`src/rtl/lsu_pkg.sv`:
```
// -----------------------------------------------------------------------------
// lsu_pkg
// Shared definitions for the load/store unit:
//   - RV32I load/store funct3 encodings
//   - lsu_state_t : sequencing states of load_store_unit
//   - lsu_size_t  : access width decoded from funct3[1:0]
//   - size_bytes(), size_mask(), load_extend() helpers
// -----------------------------------------------------------------------------
package lsu_pkg;

    localparam logic [2:0] F3_LB  = 3'b000;
    localparam logic [2:0] F3_LH  = 3'b001;
    localparam logic [2:0] F3_LW  = 3'b010;
    localparam logic [2:0] F3_LBU = 3'b100;
    localparam logic [2:0] F3_LHU = 3'b101;

    localparam logic [2:0] F3_SB  = 3'b000;
    localparam logic [2:0] F3_SH  = 3'b001;
    localparam logic [2:0] F3_SW  = 3'b010;

    typedef enum logic [1:0] {
        IDLE   = 2'd0,
        ACC_LO = 2'd1,
        ACC_HI = 2'd2,
        RESP   = 2'd3
    } lsu_state_t;

    typedef enum logic [1:0] {
        SIZE_BYTE = 2'd0,
        SIZE_HALF = 2'd1,
        SIZE_WORD = 2'd2
    } lsu_size_t;

    function automatic logic [2:0] size_bytes(input lsu_size_t size);
        case (size)
            SIZE_BYTE: return 3'd1;
            SIZE_HALF: return 3'd2;
            default:   return 3'd4;
        endcase
    endfunction

    // Byte-lane mask of an access that starts at lane 0.
    function automatic logic [3:0] size_mask(input lsu_size_t size);
        case (size)
            SIZE_BYTE: return 4'b0001;
            SIZE_HALF: return 4'b0011;
            default:   return 4'b1111;
        endcase
    endfunction

    // funct3[2] selects zero-extension; otherwise sign-extend from the access width.
    function automatic logic [31:0] load_extend(input logic [31:0] data, input logic [2:0] funct3);
        case (funct3[1:0])
            2'b00:   return funct3[2] ? {24'd0, data[7:0]}  : {{24{data[7]}}, data[7:0]};
            2'b01:   return funct3[2] ? {16'd0, data[15:0]} : {{16{data[15]}}, data[15:0]};
            default: return data;
        endcase
    endfunction

endpackage

```
`src/rtl/lsu_lane_align.sv`:
```
// -----------------------------------------------------------------------------
// lsu_lane_align
// Combinational lane alignment for one memory word of an access.
//   offset      : byte offset of the access inside its first word
//   access_mask : size mask of the access, starting at lane 0
//   hi_half     : 0 = first (low) word, 1 = second word of a split access
//   store_data  : right-justified store data
//   load_word   : raw word read from memory
//   byte_en     : lanes of this word touched by the access
//   store_lanes : store data moved onto its memory lanes
//   load_part   : captured lanes moved to their position in the load result
// -----------------------------------------------------------------------------
module lsu_lane_align (
    input  logic [1:0]  offset,
    input  logic [3:0]  access_mask,
    input  logic        hi_half,
    input  logic [31:0] store_data,
    input  logic [31:0] load_word,
    output logic [3:0]  byte_en,
    output logic [31:0] store_lanes,
    output logic [31:0] load_part
);

    logic [4:0]  lo_shift;   // 8*o
    logic [5:0]  hi_shift;   // 8*(4-o); 32 when o = 0, which shifts everything out
    logic [2:0]  hi_lanes;   // 4-o
    logic [31:0] lane_bits;

    assign lo_shift = {offset, 3'b000};
    assign hi_shift = 6'd32 - {1'b0, offset, 3'b000};
    assign hi_lanes = 3'd4 - {1'b0, offset};

    // NOTE: every signal gets a default at the top of an always_comb, so no
    // path leaves it unassigned and no latch is inferred.
    always_comb begin
        byte_en     = '0;
        store_lanes = '0;
        load_part   = '0;
        lane_bits   = '0;

        if (hi_half) begin
            byte_en     = access_mask >> hi_lanes;
            store_lanes = store_data >> hi_shift;
        end else begin
            byte_en     = access_mask << offset;   // lanes past 3 belong to the next word
            store_lanes = store_data << lo_shift;
        end

        for (int k = 0; k < 4; k++) begin
            lane_bits[8*k +: 8] = {8{byte_en[k]}};
        end

        // Only lanes belonging to this access contribute to the load result.
        if (hi_half) begin
            load_part = (load_word & lane_bits) << hi_shift;
        end else begin
            load_part = (load_word & lane_bits) >> lo_shift;
        end
    end

endmodule

```
`src/rtl/load_store_unit.sv`:
```
// -----------------------------------------------------------------------------
// load_store_unit
// Executes one load/store at a time between the execute stage and a
// byte-addressable data memory. Word-crossing accesses take two memory cycles.
//   clk, reset          : clock, asynchronous active-high reset
//   req_*               : request handshake (is_store, funct3, address, wdata)
//   resp_*              : response handshake (extended load data, fault flag)
//   mem_address         : word-aligned byte address
//   mem_wdata           : lane-positioned store data
//   mem_read_byte_en    : read lane enables
//   mem_write_byte_en   : write lane enables
//   mem_rdata           : combinational read data from memory
// -----------------------------------------------------------------------------
module load_store_unit
    import lsu_pkg::*;
#(
    parameter int unsigned MEM_SIZE = 4096
) (
    input  logic        clk,
    input  logic        reset,
    input  logic        req_valid,
    output logic        req_ready,
    input  logic        req_is_store,
    input  logic [2:0]  req_funct3,
    input  logic [31:0] req_address,
    input  logic [31:0] req_wdata,
    output logic        resp_valid,
    input  logic        resp_ready,
    output logic [31:0] resp_rdata,
    output logic        resp_fault,
    output logic [31:0] mem_address,
    output logic [31:0] mem_wdata,
    output logic [3:0]  mem_read_byte_en,
    output logic [3:0]  mem_write_byte_en,
    input  logic [31:0] mem_rdata
);

    lsu_state_t  state;

    // Captured request
    logic        is_store_q;
    logic [2:0]  funct3_q;
    logic [31:0] addr_q;
    logic [31:0] wdata_q;
    lsu_size_t   size_q;
    logic        split_q;
    logic [31:0] load_lo_q;   // low-word contribution of a split load

    // Request decode
    lsu_size_t   req_size;
    logic        req_legal;
    logic        req_fault;
    logic        req_split;
    logic [32:0] last_byte;

    // Alignment datapath
    logic        hi_half;
    logic        in_access;
    logic [31:0] word_address;
    logic [3:0]  lane_en;
    logic [31:0] lane_wdata;
    logic [31:0] lane_rdata;

    always_comb begin
        req_size  = SIZE_WORD;
        req_legal = 1'b0;
        case (req_funct3[1:0])
            2'b00:   req_size = SIZE_BYTE;
            2'b01:   req_size = SIZE_HALF;
            default: req_size = SIZE_WORD;
        endcase

        if (req_is_store) begin
            req_legal = req_funct3 inside {F3_SB, F3_SH, F3_SW};
        end else begin
            req_legal = req_funct3 inside {F3_LB, F3_LH, F3_LW, F3_LBU, F3_LHU};
        end

        // 33 bits wide so an access wrapping past 0xFFFFFFFF is out of range too.
        last_byte = {1'b0, req_address} + {30'd0, size_bytes(req_size)} - 33'd1;
        req_fault = !req_legal || (last_byte >= 33'(MEM_SIZE));
        req_split = ({1'b0, req_address[1:0]} + size_bytes(req_size)) > 3'd4;
    end

    assign word_address = {addr_q[31:2], 2'b00};
    assign hi_half      = (state == ACC_HI);
    assign in_access    = (state == ACC_LO) || hi_half;

    lsu_lane_align u_lane_align (
        .offset      (addr_q[1:0]),
        .access_mask (size_mask(size_q)),
        .hi_half     (hi_half),
        .store_data  (wdata_q),
        .load_word   (mem_rdata),
        .byte_en     (lane_en),
        .store_lanes (lane_wdata),
        .load_part   (lane_rdata)
    );

    // Memory side is decoded from the state register, so an asynchronous
    // reset drops the enables immediately instead of at the next edge.
    always_comb begin
        mem_address       = '0;
        mem_wdata         = '0;
        mem_read_byte_en  = '0;
        mem_write_byte_en = '0;
        if (in_access) begin
            mem_address = hi_half ? word_address + 32'd4 : word_address;
            if (is_store_q) begin
                mem_wdata         = lane_wdata;
                mem_write_byte_en = lane_en;
            end else begin
                mem_read_byte_en  = lane_en;
            end
        end
    end

    // NOTE: state is updated with non-blocking assignments so every register
    // samples the pre-edge values, regardless of statement order.
    always_ff @(posedge clk or posedge reset) begin
        if (reset) begin
            state      <= IDLE;
            req_ready  <= 1'b1;
            resp_valid <= 1'b0;
            resp_fault <= 1'b0;
            resp_rdata <= '0;
            is_store_q <= 1'b0;
            funct3_q   <= '0;
            addr_q     <= '0;
            wdata_q    <= '0;
            size_q     <= SIZE_BYTE;
            split_q    <= 1'b0;
            load_lo_q  <= '0;
        end else begin
            case (state)
                IDLE: begin
                    if (req_valid) begin
                        is_store_q <= req_is_store;
                        funct3_q   <= req_funct3;
                        addr_q     <= req_address;
                        wdata_q    <= req_wdata;
                        size_q     <= req_size;
                        split_q    <= req_split;
                        req_ready  <= 1'b0;
                        if (req_fault) begin
                            state      <= RESP;
                            resp_valid <= 1'b1;
                            resp_fault <= 1'b1;
                            resp_rdata <= '0;
                        end else begin
                            state <= ACC_LO;
                        end
                    end
                end

                ACC_LO: begin
                    load_lo_q <= lane_rdata;
                    if (split_q) begin
                        state <= ACC_HI;
                    end else begin
                        state      <= RESP;
                        resp_valid <= 1'b1;
                        resp_fault <= 1'b0;
                        resp_rdata <= is_store_q ? 32'd0 : load_extend(lane_rdata, funct3_q);
                    end
                end

                ACC_HI: begin
                    state      <= RESP;
                    resp_valid <= 1'b1;
                    resp_fault <= 1'b0;
                    resp_rdata <= is_store_q ? 32'd0 : load_extend(load_lo_q | lane_rdata, funct3_q);
                end

                RESP: begin
                    if (resp_ready) begin
                        state      <= IDLE;
                        req_ready  <= 1'b1;
                        resp_valid <= 1'b0;
                        resp_fault <= 1'b0;
                        resp_rdata <= '0;
                    end
                end

                default: state <= IDLE;
            endcase
        end
    end

endmodule
```
`config.mk`:
```
export PLATFORM = sky130hd
export DESIGN_NAME = load_store_unit
export DESIGN_NICKNAME = d
export VERILOG_FILES = /design/src/rtl/lsu_pkg.sv /design/src/rtl/lsu_lane_align.sv /design/src/rtl/load_store_unit.sv
export SDC_FILE = /design/constraint.sdc
export NUM_CORES = 1
export LEC_CHECK = 0
export ABC_AREA = 0
export CELL_PAD_IN_SITES_DETAIL_PLACEMENT = 0
export CELL_PAD_IN_SITES_GLOBAL_PLACEMENT = 1
export CORE_MARGIN = 5
export CORE_UTILIZATION = 40
export DETAILED_ROUTE_END_ITERATION = 10
export PLACE_DENSITY_LB_ADDON = 0.1
export SYNTH_ARGS = -nofsm -noshare
export SYNTH_HDL_FRONTEND = slang
export SYNTH_SLANG_ARGS = --single-unit
```
`constraint.sdc`:
```
create_clock -name clk -period 9.04 [get_ports clk]
set_clock_uncertainty 0.15 [all_clocks]
set_input_delay 1.808 -clock clk [delete_from_list [all_inputs] [get_ports clk]]
set_output_delay 1.808 -clock clk [all_outputs]
set_load 0.01 [all_outputs]
```
After elaboration in Yosys (flattened, before gate mapping)
Index checks and enable logic that the tools add are counted.

Add/subtract/negate cells: 6. Multipliers: 0. Div/mod/pow operators: 0. Magnitude comparators: 2. Equality and inequality tests: 15. Shift-type cells: 6. Muxes and demuxes: 43. Bitwise operators: 2. Reductions and logical operators: 16.

Operators by type and width (count): 32-bit 2-to-1 mux (16); 32-bit one-hot mux with 2 select lines (2); 32-bit one-hot mux with 4 select lines (1); 32-bit by 3-bit adder with 33-bit output (1); 33-bit by 13-bit greater-or-equal comparator with 1-bit output (second input constant) (1); 33-bit by 1-bit subtractor with 33-bit output (second input constant) (1); 32-bit by 3-bit adder with 32-bit output (second input constant) (1); 32-bit bitwise AND (1); 32-bit OR (1); 32-bit by 5-bit << shifter with 32-bit output (1); 32-bit by 6-bit << shifter with 32-bit output (1); 32-bit by 5-bit right shift with 32-bit output (1); 32-bit by 6-bit right shift with 32-bit output (1); 4-bit 2-to-1 mux (5); 2-bit by 1-bit equality test with 1-bit output (second input constant) (5); 2-bit logical NOT (5); 1-bit 2-to-1 mux (9); 2-bit inequality test (second input constant) (4); 1-bit one-hot mux with 4 select lines (2); 2-bit one-hot mux with 4 select lines (1); 4-bit one-hot mux with 2 select lines (1); 3-bit equality test (second input constant) (2); 2-bit 2-to-1 mux (3); 3-bit one-hot mux with 2 select lines (1); other kinds (20) (23).

Register bits: 140. Latch bits: 0. RAM bits: 0. ROM bits: 0. Bits of input ports: 104. Memories kept: 0.

Depth between registers and ports, before layout
Depth after elaboration: 12. Depth in mapped cells: 20. Gate-level depth less buffers: 17.

By module
From an unflattened synthesis, not the netlist that was laid out.

Cell total of the unflattened synthesis: 1387. Area total of the unflattened synthesis: 11446.0 µm².

By module, submodules not included: load_store_unit (instances 1, cells an instance 998, area an instance 8997.4 µm², sequential area each 3504.6 µm²); lsu_lane_align (instances 1, cells an instance 389, area an instance 2448.6 µm², sequential area each 0.0 µm²).

Worst setup path before layout
No wires, ideal clock.

Path type: input-to-reg. Start point: input req_funct3[0]. End point: register resp_rdata[10]. Library setup time: 125 ps. Arrival time: 5458 ps. Setup slack: 3307 ps. Stages: 18. Buffers on the path: 2. Path through: or2_2 ha_1 inv_1 ha_1 inv_1 fa_1 nand2b_1 a211oi_4 o21ai_1 a311oi_1 o31ai_1 a21oi_1 xnor2_1 nor4b_1 a31o_1 buf_6 buf_12 mux2_4.

Cells in the longest elaborated chain, start to end: 10. Elaborated cells between the ends (all ways): 21. Classes of those cells: add/sub: 2; order compare: 1; eq/ne: 7; mux: 3; reduce/logical: 8.

Ends and longest elaborated chain: from (decl) (line load_store_unit.sv:24) `input logic [2:0] req_funct3,`; 2-bit by 1-bit equality test with 1-bit output / 2-bit logical NOT (equally long branches) (line load_store_unit.sv:67) `case (req_funct3[1:0])`; 2-bit one-hot mux with 2 select lines (line load_store_unit.sv:67); 2-bit by 1-bit equality test with 1-bit output / 2-bit logical NOT (equally long branches) (line lsu_pkg.sv:35) `case (size)`; 3-bit one-hot mux with 2 select lines (line lsu_pkg.sv:35); 32-bit by 3-bit adder with 33-bit output (line load_store_unit.sv:80) `last_byte = {1'b0, req_address} + {30'd0, size_bytes(req_size)} - 33'd1;`; 33-bit by 1-bit subtractor with 33-bit output (line load_store_unit.sv:80); 33-bit by 13-bit greater-or-equal comparator with 1-bit output (line load_store_unit.sv:81) `req_fault = !req_legal || (last_byte >= 33'(MEM_SIZE));`; 1-bit logical OR (*) (line load_store_unit.sv:81); 2-bit inequality test (no source line) (*); 4-bit AND reduction (no source line) (*); to (signal assigned) (line load_store_unit.sv:164) `resp_rdata <= is_store_q ? 32'd0 : load_extend(lane_rdata, funct3_q);`; to (signal assigned) (line load_store_unit.sv:172) `resp_rdata <= is_store_q ? 32'd0 : load_extend(load_lo_q | lane_rdata, funct3_q);`; to (decl) (line load_store_unit.sv:29) `output logic [31:0] resp_rdata,`.

Every way passes the cells marked *; elsewhere a longest branch is shown, timed or not. A chain may end at the register's enable or synchronous reset.

Final worst setup path
Start point: input req_funct3[1]. End point: register resp_rdata[19].

The elaborated chain is that of the path after synthesis.

==> results.ini <==
[detailed_routing]
dr.pass1.iters = 5
wl_um = 38900
drc = 0
vias_per_cell = 5.73
drt_iter0_drc = 923
top_layer = met4
dr_total_vias = 11200
drt-met1-wl_um = 17000
ant_nets = 0
wl_met2_um = 19000
avgRoutedWirePerCell_um = 19.9
wl_met3_um = 2040

[critical_path]
path_buf_inv = 5
worstPathRequired_ns = 9.26
cp-end-kind = flip-flop
critPathMaxStageDelay_ns = 1.04
criticalPathCategory = in2reg
critical_path.top_delay_family = compound AO/OA/AOI/OAI gates
crit_top_cell = inv_1
worst_setup_path_start_kind = input port
path_cells = clkdlybuf4s50_1 -> inv_1 -> nand2_1 -> ha_1 -> inv_1 -> ha_1 -> inv_1 -> fa_1 -> nand2b_1 -> a211oi_4 -> o21ai_1 -> a311oi_1 -> o31ai_1 -> a21oi_1 -> xnor2_1 -> nor4b_1 -> a31o_1 -> buf_4 -> a22o_1
critical-path-slowest-cell = a31o_1
cp.arrival_ns = 7.31
crit_fanout = 20

[floorplanning]
placement_rows = 61
chipHeight_um = 179
initial_utilization_pct = 40.7
die_area_um2 = 31900
core_area_um2 = 27900
io_pins = 211
die_w_um = 179

[layout]
seq_area_um2 = 3510
nFillCells = 2796
drive_gt1_share_pct = 8.16
final_common_cell = clkdlybuf4s50_1
multi_input_area_um2 = 7200
final_cell_mix = clkdlybuf4s50_1, nand2_1, dfrtp_1, nor2_1, a21oi_1
utilization_pct = 51.0
layout.nets = 1715
syn2layout_area_growth_pct = 25.3

[synth]
ys_top_cells_by_area = dfrtp_1, nand2_1, a21oi_1
ys_warn_count = 0
synth_cell_types = 84
avgSynthCellArea_um2 = 8.02
synth_top_cell_by_area = dfrtp_1
synth-edff-count = 0
seq_area_frac_synth_pct = 30.8
synth_top_flop_cell = dfrtp_1
ys_async_sr_fraction_pct = 100
syn_inst = 1418
synth_top_area_share_pct = 30.6
ys_seq_elements = 140
netlist_area_um2 = 11400

[clock_network]
clockBufferDepth = 2
htreeDepth = 4
clkLatencyLatePin_ns = 0.43
clkSinkCount = 140
hold_buffers = 0
cts_tree = done
clock-root-buffer = clkbuf_16
cts.clk_slew.worst_paths_ns = 0.06
cts_buffers = 17
cts_setup_buffers = 0
cts_resized = 0

[power_and_ir_drop]
power.share.sequential_pct = 24.8
p_int_mw = 2.60
netSwitchingPower_mw = 2.34
irDropWorstVdd_mv = 0.171
p_clk_share_pct = 14.8
combPwrFrac_pct = 60.4
netSwitchingFraction_pct = 47.4
power.density_nw_per_um2 = 347
power_leakage_nw = 5.95

[global_route]
grt_pass1_vias = 11100
grt_max_degree = 107
grt_pass1_wl_um = 61400
antenna_found_initial = 2
grt_usage_pct = 24.2
globalRoute.totalOverflow = 0

[placed_design]
gp_congestion = 0.875
io_buffers = 208
hpwlAfterDp_um = 28700

[timing]
slew_headroom_pct = 21.0
setup_violations = 0
rsz0062_at_grt = no
worst_pin_slew_ns = 1.19
max_freq_mhz = 141
finalSetupTns_ns = 0
slew_violations = 0
final-hold-violation-count = 0
period_minus_slack_ns = 7.09
min_period_over_period_pct = 78.4

[worst_hold_path]
hold_path.class = reg2reg

[flow_run]
maxCapViolations = 0

[status]
outcome = finished, final reports clean

## path summary, 6_finish.rpt
| path | startpoint | to | slack, ns | depth (start not counted) |
|---|---|---|---|---|
| max | req_funct3[1] | resp_rdata[19] | 1.95 | 19 |
| min | load_lo_q[31] | load_lo_q[31] | 0.34 | 2 |
| max reg2reg | addr_q[0] | resp_rdata[19] | 4.02 | 13 |
| min reg2reg | load_lo_q[31] | load_lo_q[31] | 0.34 | 2 |
| max in group asynchronous | reset | addr_q[0] | 5.77 | 3 |
| min in group asynchronous | reset | wdata_q[17] | 1.75 | 2 |
## cell usage after synthesis, drive strengths merged (24+ instances only)
master	n
mux2	64
dfrtp	139
a211oi	27
a21oi	115
ha	42
nor2	125
inv	70
nand3	58
xnor2	27
buf	30
and2	39
o21ai	114
clkbuf	65
a31oi	24
nand2	162
mux2i	35
## routing by layer
metal  global-route usage (%)  vias to the layer above
li1                         -                     5405
met1                     31.4                     5392
met2                     41.5                      365
met3                     3.50                       57
met4                     7.32                        0
met5                        0                        -
## sequential cells by signal, indices dropped and copies added (netlist names)
register / cells
funct3_q: 3
wdata_q: 32
resp_rdata: 32
state: 2
req_ready: 1
addr_q: 32
resp_fault: 1
split_q: 1
resp_valid: 1
load_lo_q: 32
is_store_q: 1
size_q: 2
## cells by family after synthesis
group           share of synthesized area, %
simple gates                            20.9
compound gates                          24.6
buf+inv                                 5.99
flops                                   30.8
mux                                     9.85
fa+ha+maj                               4.97
xor+xnor                                2.85
other cells                           0.0330
## final cells by class
| class | instances | area share, % |
|---|---|---|
| multi-input cells | 1114 | 50.6 |
| repair buffers | 224 | 15.5 |
| clock inverters | 14 | 1.05 |
| well taps | 378 | 3.32 |
| flip-flops and latches | 140 | 24.6 |
| diodes | 1 | 0.0176 |
| clock buffers | 18 | 3.08 |
| inverters | 70 | 1.88 |
## stage by stage
step | hold WS (ns) | setup WS [ns] | power [mW] | area [um2] | cells
finish | 0.337 | 1.95 | 4.95 | 14200 | 1959
global route | 0.359 | 1.51 | 5.33 | 14200 | 1959
CTS | 0.342 | 1.91 | 4.97 | 14200 | 1958
detailed placement | 0.328 | 1.48 | 4.22 | 13700 | 1926
global placement | 0.319 | 1.60 | 4.19 | 13700 | 1926
floorplan | 0.303 | 3.31 | 3.09 | 11400 | 1419
## worst min-delay path: cells and delay by family, from the launching register on
family / cells / cell delay [ns]
AO/OA/AOI/OAI: 1 / 0.06
AND/OR/NAND/NOR: 1 / 0.05
flip-flops: 1 / 0.34
## power groups by stage
| stage | registers, mW | clock network, mW | logic (mW) |
|---|---|---|---|
| 3_3_place_gp | 1.23 | 0 | 2.97 |
| 3_5_place_dp | 1.23 | 0 | 2.99 |
| 2_1_floorplan | 1.14 | 0 | 1.95 |
| 4_1_cts | 1.22 | 0.747 | 3.00 |
| 6_report | 1.23 | 0.733 | 2.99 |
| 5_1_grt | 1.28 | 0.772 | 3.28 |
No activity file was read; power rests on OpenSTA's default activity.
